===== config.mk =====
export PLATFORM = sky130hd
export DESIGN_NAME = fp_normalize
export DESIGN_NICKNAME = d
export VERILOG_FILES = /design/src/rtl/fpu_pkg.sv /design/src/rtl/fp_lzc28.sv /design/src/rtl/fp_normalize.sv
export SDC_FILE = /design/constraint.sdc
export NUM_CORES = 1
export LEC_CHECK = 0
export CORE_ASPECT_RATIO = 1.25
export CORE_MARGIN = 5
export CORE_UTILIZATION = 35
export DETAILED_ROUTE_END_ITERATION = 10
export PLACE_DENSITY_LB_ADDON = 0.05
export SLEW_MARGIN = 20
export SYNTH_ARGS = -nofsm -noshare
export SYNTH_HDL_FRONTEND = slang
export SYNTH_SLANG_ARGS = --single-unit

===== constraint.sdc =====
create_clock -name clk -period 3.1 [get_ports clk]
set_input_delay 0.465 -clock clk [delete_from_list [all_inputs] [get_ports clk]]
set_output_delay 0.465 -clock clk [all_outputs]
set_load 0.005 [all_outputs]

===== src/rtl/fpu_pkg.sv =====
// Shared constants and types for the FP normaliser.
// Mantissa layout: [27] carry, [26] hidden, [25:3] fraction, [2:0] guard/round/sticky.
package fpu_pkg;

  localparam int MANT_W = 28;
  localparam int RES_W  = 26;
  localparam int EXP_W  = 8;

  localparam logic [EXP_W-1:0] EXP_MAX = 8'd255;

  localparam int CARRY_BIT  = 27;
  localparam int HIDDEN_BIT = 26;
  localparam int GUARD_BIT  = 2;
  localparam int ROUND_BIT  = 1;
  localparam int STICKY_BIT = 0;

  typedef enum logic [1:0] {
    S_IDLE = 2'd0,
    S_NORM = 2'd1,
    S_DONE = 2'd2
  } norm_state_e;

endpackage


===== src/rtl/fp_lzc28.sv =====
// 28-bit leading-zero counter with all-zero flag.
// Only compiled into the build when FP_NORM_LZC_EN is defined.
`ifdef FP_NORM_LZC_EN
module fp_lzc28 (
  input  logic [27:0] val_i,
  output logic [4:0]  cnt_o,
  output logic        zero_o
);

  // Scan upward so the highest set bit writes the count last.
  always_comb begin
    cnt_o = 5'd28;
    for (int i = 0; i < 28; i++) begin
      if (val_i[i]) cnt_o = 5'(27 - i);
    end
  end

  assign zero_o = (val_i == 28'd0);

endmodule
`endif


===== src/rtl/fp_normalize.sv =====
// Post-add normaliser: one-bit right shift on carry, left shifts until the
// hidden bit is set or the exponent bottoms out at 1 (then flagged subnormal).
// Build option FP_NORM_LZC_EN: single-cycle LZC + barrel shift instead of
// one left shift per cycle; results are identical either way.
//
// state | meaning
// IDLE  | waiting for an operand, in_ready high
// NORM  | normalising the captured mantissa/exponent
// DONE  | result loaded into output regs, held until out_ready
module fp_normalize
  import fpu_pkg::*;
(
  input  logic        clk,
  input  logic        rst_n,
  input  logic        in_valid,
  output logic        in_ready,
  input  logic [27:0] in_mant,
  input  logic [7:0]  in_exp,
  input  logic        in_sign,
  output logic        out_valid,
  input  logic        out_ready,
  output logic [25:0] result_mant,
  output logic [7:0]  result_exp,
  output logic        result_sign,
  output logic        overflow,
  output logic        norm_zero
);

  norm_state_e state_q, state_d;

  logic [MANT_W-1:0] mant_q, norm_mant;
  logic [EXP_W-1:0]  exp_q, norm_exp;
  logic              sign_q, ovf_q, zero_q;
  logic              norm_ovf, norm_zro, norm_done, mant_is_zero;
  logic [EXP_W:0]    exp_inc;
  logic              load_out;

  logic [RES_W-1:0]  res_mant_q;
  logic [EXP_W-1:0]  res_exp_q;
  logic              res_sign_q, res_ovf_q, res_zero_q, out_valid_q;

`ifdef FP_NORM_LZC_EN
  logic [4:0]        lzc_cnt;
  logic              lzc_zero;
  logic [EXP_W-1:0]  shift_need, shift_room;

  fp_lzc28 u_lzc (
    .val_i  (mant_q),
    .cnt_o  (lzc_cnt),
    .zero_o (lzc_zero)
  );

  assign mant_is_zero = lzc_zero;
`else
  assign mant_is_zero = (mant_q == '0);
`endif

  // State register.
  always_ff @(posedge clk or negedge rst_n) begin
    if (!rst_n) state_q <= S_IDLE;
    else        state_q <= state_d;
  end

  // Next-state logic.
  always_comb begin
    state_d = state_q;
    case (state_q)
      S_IDLE:  if (in_valid)                  state_d = S_NORM;
      S_NORM:  if (norm_done)                 state_d = S_DONE;
      S_DONE:  if (out_valid_q && out_ready)  state_d = S_IDLE;
      default:                                state_d = S_IDLE;
    endcase
  end

  // FSM outputs; DONE spends its first cycle loading the output registers.
  always_comb begin
    in_ready = (state_q == S_IDLE);
    load_out = (state_q == S_DONE) && !out_valid_q;
  end

  // One normalisation step; the shift that lands the hidden bit also ends NORM.
  always_comb begin
    norm_mant = mant_q;
    norm_exp  = exp_q;
    norm_ovf  = 1'b0;
    norm_zro  = 1'b0;
    norm_done = 1'b1;
    exp_inc   = {1'b0, exp_q} + 9'd1;
`ifdef FP_NORM_LZC_EN
    shift_need = {3'b000, lzc_cnt} - 8'd1;
    shift_room = exp_q - 8'd1;
`endif
    if (mant_is_zero) begin
      norm_zro = 1'b1;
      norm_exp = '0;
    end else if (mant_q[CARRY_BIT]) begin
      if (exp_inc >= {1'b0, EXP_MAX}) begin
        norm_ovf  = 1'b1;
        norm_exp  = EXP_MAX;
        norm_mant = '0;
      end else begin
        norm_mant = {1'b0, mant_q[CARRY_BIT:ROUND_BIT+1],
                     mant_q[ROUND_BIT] | mant_q[STICKY_BIT]};
        norm_exp  = exp_inc[EXP_W-1:0];
      end
    end else if (mant_q[HIDDEN_BIT]) begin
      norm_done = 1'b1;
    end else if (exp_q <= 8'd1) begin
      norm_exp = '0;
    end else begin
`ifdef FP_NORM_LZC_EN
      // Hitting the hidden bit exactly at exp 1 is still a normal number.
      if (shift_need <= shift_room) begin
        norm_mant = mant_q << shift_need;
        norm_exp  = exp_q - shift_need;
      end else begin
        norm_mant = mant_q << shift_room;
        norm_exp  = '0;
      end
`else
      norm_mant = {mant_q[MANT_W-2:0], 1'b0};
      norm_exp  = exp_q - 8'd1;
      if (!norm_mant[HIDDEN_BIT]) begin
        if (norm_exp == 8'd1) norm_exp  = '0;
        else                  norm_done = 1'b0;
      end
`endif
    end
  end

  // Working registers: capture on accept, update every NORM cycle.
  always_ff @(posedge clk or negedge rst_n) begin
    if (!rst_n) begin
      mant_q <= '0;
      exp_q  <= '0;
      sign_q <= 1'b0;
      ovf_q  <= 1'b0;
      zero_q <= 1'b0;
    end else if (state_q == S_IDLE && in_valid) begin
      mant_q <= in_mant;
      exp_q  <= in_exp;
      sign_q <= in_sign;
      ovf_q  <= 1'b0;
      zero_q <= 1'b0;
    end else if (state_q == S_NORM) begin
      mant_q <= norm_mant;
      exp_q  <= norm_exp;
      ovf_q  <= norm_ovf;
      zero_q <= norm_zro;
    end
  end

  // Output registers: loaded once in DONE, then held until the handshake.
  always_ff @(posedge clk or negedge rst_n) begin
    if (!rst_n) begin
      res_mant_q  <= '0;
      res_exp_q   <= '0;
      res_sign_q  <= 1'b0;
      res_ovf_q   <= 1'b0;
      res_zero_q  <= 1'b0;
      out_valid_q <= 1'b0;
    end else if (load_out) begin
      res_mant_q  <= mant_q[RES_W-1:0];
      res_exp_q   <= exp_q;
      res_sign_q  <= sign_q;
      res_ovf_q   <= ovf_q;
      res_zero_q  <= zero_q;
      out_valid_q <= 1'b1;
    end else if (out_valid_q && out_ready) begin
      out_valid_q <= 1'b0;
    end
  end

  assign out_valid   = out_valid_q;
  assign result_mant = res_mant_q;
  assign result_exp  = res_exp_q;
  assign result_sign = res_sign_q;
  assign overflow    = res_ovf_q;
  assign norm_zero   = res_zero_q;

endmodule


==> out/qor.csv, run 1 <==
metric,value,unit
synth_area_leaders,"dfrtp_1, mux2_2, a221oi_1, o22ai_1, nor2_1",
grt_pass1_wl,19.4,mm
area_growth,29.3,%
cts_tree,done,
synth_edf_count,0,
initial_utilization,35.7,%
worstPathArrival,2.86,ns
irDropWorstVdd,0.408,mV
grt_pass1_vias,3661,
die_x,107,µm
synth_seq_area_share,47.7,%
met2WireLength,6.17,mm
portBuffers,79,
p_sw,0.00239,W
clock_sinks,79,
crit_type,reg -> reg,
clock_skew,0.00577,ns
synthMuxAreaShare,11.6,%
met1Wirelength,4.78,mm
synth_area,4150,µm²
tightestPinTransition,0.747,ns
post-place-ws,0.495,ns
synth_top_family_by_area,compound AO/OA/AOI/OAI gates,
nets,510,
p_leak,2.13,nW
netlist_instances,394,
rows,44,
drt-initial-drc-count,182,
setup_ws,0.461,ns
ant_nets,0,
synth.largest_area_cell,dfrtp_1,
coreArea,11600,µm²
synth_compound_area_share,19.7,%
cts_setup_buffers,0,
p_comb_share,46.3,%
clk-insertion-delay-late,0.33,ns
cts_hold_repair.buffers,0,
p_int,0.00370,W
antenna_found_initial,0,
grt_max_degree,80,
powerDensity,1140,nW/µm²
max_freq,0.379,GHz
synth_adder_area_share,1.21,%
viasPerCell,5.43,
clk_pin_slew,0.06,ns
rsz0062_at_grt,no,
finalHoldViolCount,0,
cts_buffers,9,
async_flop_share,100,%
top_layer,met4,
root_buffer,clkbuf_16,
r2r_cells,8,
wl,11.8,mm
post-synth-top-area-fraction,47.7,%
worstPathMaxFanout,32,
grt-ovfl-total,0,
dpl.cell_count,615,
critPathCaptureType,flop,
wl_per_cell,18.7,µm
setup_viol,0,
slew_headroom,49.7,%
cts_htree_levels,3,
synth.ff_latch_count,79,
clkPwrFrac,17.1,%
critPathRequiredTime,3.32,ns
fin_tns_setup,0,ns
insertedDiodeCount,0,
synthSimpleGateAreaFrac,13.8,%
vias,3426,
gp_congestion,0.842,
fin_crit,2.64,ns
drive_gt1_share,16.4,%
ctsResizeCount,0,
grtUsageTotal,17.2,%
cts_buffer_depth,2,
yosys.cell_types.count,57,
p_seq_share,36.6,%
slew_violations,0,
dr_wl_met3,417,µm
top_level_ports,80,
synth_xor_area_share,1.27,%
syn_area_per_cell,10.5,µm²
synth_nets,439,
maxCapViolCount,0,
final.period_utilization,85.1,%
die_h,132,µm
critPathLaunchType,flop,
min_path_type,in -> async,
ys.flop_type,dfrtp_1,
p_sw_share,39.3,%
finalNonFillerCells,631,
dp_hpwl,8.23,mm
dr.pass1.iters,4,
status,"finished, final reports clean",
drcViolationCount,0,
yosysWarnings,0,
die_area,14100,µm²
[synth_stat cells, drive strengths merged (3+ instances only)]
library cell / n
a21oi: 9
a221oi: 26
a22oi: 6
a31oi: 4
buf: 21
clkbuf: 10
dfrtp: 79
ha: 4
inv: 6
mux2: 39
mux2i: 4
nand2: 24
nand2b: 4
nand3: 4
nand3b: 3
nor2: 41
nor2b: 7
nor3: 6
nor4: 8
o21ai: 20
o22ai: 27
xnor2: 6
[kinds of logic after synthesis]
group                    count (synthesis)
AO/OA/AOI/OAI                          114
XOR/XNOR                                 6
flip-flops                              79
adder cells (fa/ha/maj)                  4
buffers and inverters                   37
AND/OR/NAND/NOR                        111
multiplexers                            43
[worst max-delay path, cell delays in order, from the launching register on]
cell	delay (ns)
dfrtp_1	0.61
ha_1	0.36
inv_1	0.16
or4b_4	0.54
nand2_1	0.10
a31oi_2	0.04
buf_4	0.27
a221oi_1	0.35
nor2_1	0.06
[metal layers]
| metal | vias to the layer above | global-route usage (%) |
|---|---|---|
| met5 | - | 0 |
| met4 | 0 | 8.63 |
| met3 | 24 | 2.06 |
| met2 | 102 | 30.0 |
| met1 | 1680 | 20.8 |
| li1 | 1620 | - |
[power groups by stage]
stage	clock [W]	combinational, W	sequential, W
2_1_floorplan	0	0.00198	0.00194
3_3_place_gp	0	0.00282	0.00225
3_5_place_dp	0	0.00284	0.00226
4_1_cts	0.00108	0.00286	0.00224
5_1_grt	0.00112	0.00311	0.00232
6_report	0.00104	0.00282	0.00223
[cell type report]
type                    instances  area (µm²)
well taps                     161         201
flip-flops and latches         79        1980
clock buffers                  11         233
repair buffers                 91         895
multi-input cells             278        1980
clock inverters                 5        56.3
inverters                       6        22.5
fillers                      1094        6260
[cells in the final DEF, fill, tap and decap left out, types with 2 or more instances in the layout]
cell type,instances
a211o_1,2
a21o_1,2
a21oi_1,8
a221oi_1,26
a22o_1,2
a22oi_1,6
a31oi_1,3
a32oi_1,2
and3_1,2
buf_4,11
clkbuf_1,2
clkbuf_16,9
clkdlybuf4s50_1,78
clkinv_2,2
dfrtp_1,79
ha_1,4
inv_1,6
mux2_2,39
mux2i_1,4
nand2_1,24
nand2b_1,4
nand3_1,4
nand3b_1,3
nor2_1,40
nor2b_1,7
nor3_1,4
nor3_2,2
nor4_1,8
o211a_1,2
o211ai_1,2
o21ai_0,13
o21ai_1,6
o21bai_1,2
o22ai_1,27
xnor2_1,6
[final timing paths]
path | to | slack (ns) | from
max reg2reg | mant_q[10] | 0.46 | exp_q[0]
min | result_mant[13] | 0.15 | rst_n
max | mant_q[10] | 0.46 | exp_q[0]
max in group asynchronous | result_exp[0] | 2.43 | rst_n
min in group clk | sign_q | 0.49 | sign_q
min reg2reg | sign_q | 0.49 | sign_q
[sequential cells by signal, indices dropped and copies added (netlist names)]
signal / cells
exp_q: 8
state_q: 2
overflow: 1
result_mant: 26
ovf_q: 1
result_sign: 1
sign_q: 1
out_valid: 1
mant_q: 28
norm_zero: 1
zero_q: 1
result_exp: 8
[through the flow]
step                      power [W]  hold WS, ns  util (%)  area (µm²)
final                       0.00610        0.147      46.1        5360
after global routing        0.00655        0.227      46.1        5360
after CTS                   0.00618        0.340      46.1        5360
after detailed placement    0.00510        0.479      43.6        5070
after global placement      0.00507        0.462      43.6        5070
after floorplan             0.00391        0.169         -        4150
(Power assumes the default switching activity.)
==> run 2, diff against run 1 <==
==> constraint.sdc (replaced) <==
create_clock -name clk -period 2.8 [get_ports clk]
set_input_delay 0.42 -clock clk [delete_from_list [all_inputs] [get_ports clk]]
set_output_delay 0.42 -clock clk [all_outputs]
set_load 0.005 [all_outputs]
==> run 2 against run 1 <==
Against the previous run: die area is the same; first-iteration DRC count shrank 27%; fmax grew 5.5%; worst hold slack lost 0.044 ns; power grew 16%; critical path type unchanged; highest routed layer unchanged.
==> out/qor.csv, run 2 (synthesized netlist as in run 1, its figures left out) <==
metric,value,unit,change
status,"finished, final reports clean",,
cts_tree,done,,
max_freq,0.400,GHz,+5.5%
insertedDiodeCount,0,,unchanged
largest_reg_flops,28,,unchanged
clock_skew,0.00708,ns,+0.00131 ns
setup_viol,0,,unchanged
worstPathMaxFanout,12,,-63%
wl_per_cell,19.1,µm,+2.2%
dr.pass1.iters,4,,unchanged
drt-initial-drc-count,133,,-27%
wl,12.1,mm,+2.7%
finalHoldViolCount,0,,unchanged
fin_crit,2.50,ns,-0.137 ns
reg2reg_from,exp_q[1],,
grt-ovfl-total,0,,unchanged
die_h,132,µm,unchanged
crit_type,reg -> reg,,
critPathCaptureType,flop,,
tightestPinTransition,0.778,ns,+0.0310 ns
slew_violations,0,,unchanged
ant_nets,0,,unchanged
clock_sinks,79,,unchanged
largest-register,mant_q,,
root_buffer,clkbuf_16,,
cts_htree_levels,3,,unchanged
rsz0062_at_grt,no,,
top_level_ports,80,,unchanged
total_power,0.00704,W,+16%
final_common_cell,dfrtp_1,,
mostFrequentLayoutCells,"dfrtp_1, clkdlybuf4s50_1, nor2_1",,
drcViolationCount,0,,unchanged
clk-insertion-delay-late,0.34,ns,about the same
p_leak,2.17,nW,+2.0%
clk_pin_slew,0.06,ns,about the same
antenna_found_initial,0,,unchanged
grtUsageTotal,17.8,%,+0.60 points
cts_hold_repair.buffers,0,,unchanged
critPathRequiredTime,3.01,ns,-0.31 ns
gp_congestion,0.837,,-0.56%
fin_tns_setup,0,ns,unchanged
cts_buffers,9,,unchanged
grt_pass1_wl,20.2,mm,+4.1%
initial_utilization,35.7,%,unchanged
viasPerCell,5.49,,+1.1%
critPathLaunchType,flop,,
grt_pass1_vias,3783,,+3.3%
min_path_type,in -> async,,
portBuffers,79,,unchanged
nets,513,,+0.59%
grt_max_degree,80,,unchanged
maxCapViolCount,0,,unchanged
vias,3479,,+1.5%
powerDensity,1290,nW/µm²,+13%
die_x,107,µm,unchanged
finish.utilization,47.0,%,+0.84 points
dp_hpwl,8.33,mm,+1.1%
area_growth,31.6,%,
drive_gt1_share,16.9,%,+0.53 points
ctsResizeCount,0,,unchanged
irDropWorstVdd,0.468,mV,+15%
die_area,14100,µm²,unchanged
rows,44,,unchanged
slew_headroom,47.6,%,-2.1 points
coreArea,11600,µm²,unchanged
final.period_utilization,89.4,%,+4.2 points
cts_buffer_depth,2,,unchanged
cts_setup_buffers,0,,unchanged
startpoint,exp_q[1],,
worstPathArrival,2.72,ns,-0.14 ns
==> run 2: through the flow <==
stage,hold WS [ns],cell area [µm²],worst slack (ns),cells
final,0.103,5460,0.298,634
after global routing,0.194,5460,0.0396,634
after CTS,0.305,5450,0.270,634
after detailed placement,0.469,5110,0.294,618
after global placement,0.464,5110,0.335,618
after floorplan,0.124,4150,0.541,394
==> run 2: critical path, cell delays in order, from the launching register on <==
cell and delay, ns:
dfrtp_1 0.51, inv_1 0.14, ha_1 0.31, nor2_1 0.11, nor4_1 0.60, nor3_1 0.11, a211o_1 0.32, a32oi_1 0.19
o21ai_0 0.09
==> run 2: layer usage <==
metal  vias to the layer above  GRT usage [%]  wire [µm]
li1                       1634              -          -
met1                      1742           22.4       4850
met2                        86           30.0       6420
met3                        17           3.29        510
met4                         0           7.30        318
met5                         -              0          0
==> run 2: cell type report <==
type | instances | area, µm²
Sequential cell | 79 | 1980
Inverter | 6 | 22.5
Timing Repair Buffer | 94 | 942
Tap cell | 161 | 201
Multi-Input combinational cell | 278 | 1980
Fill cell | 1111 | 6160
Clock buffer | 11 | 233
Clock inverter | 5 | 106
==> run 2: worst paths after layout <==
path                       cells past startpoint         endpoint  slack, ns
min                                            1  result_mant[10]       0.10
max reg2reg                                    8         exp_q[7]       0.30
max in group asynchronous                      1       mant_q[25]       2.15
min reg2reg                                    2           sign_q       0.48
min in group clk                               2           sign_q       0.48
max                                            8         exp_q[7]       0.30
==> run 2: power breakdown <==
part           internal (W)  switching [W]
logic               0.00174        0.00154
registers           0.00173       0.000685
clock network      0.000874       0.000475
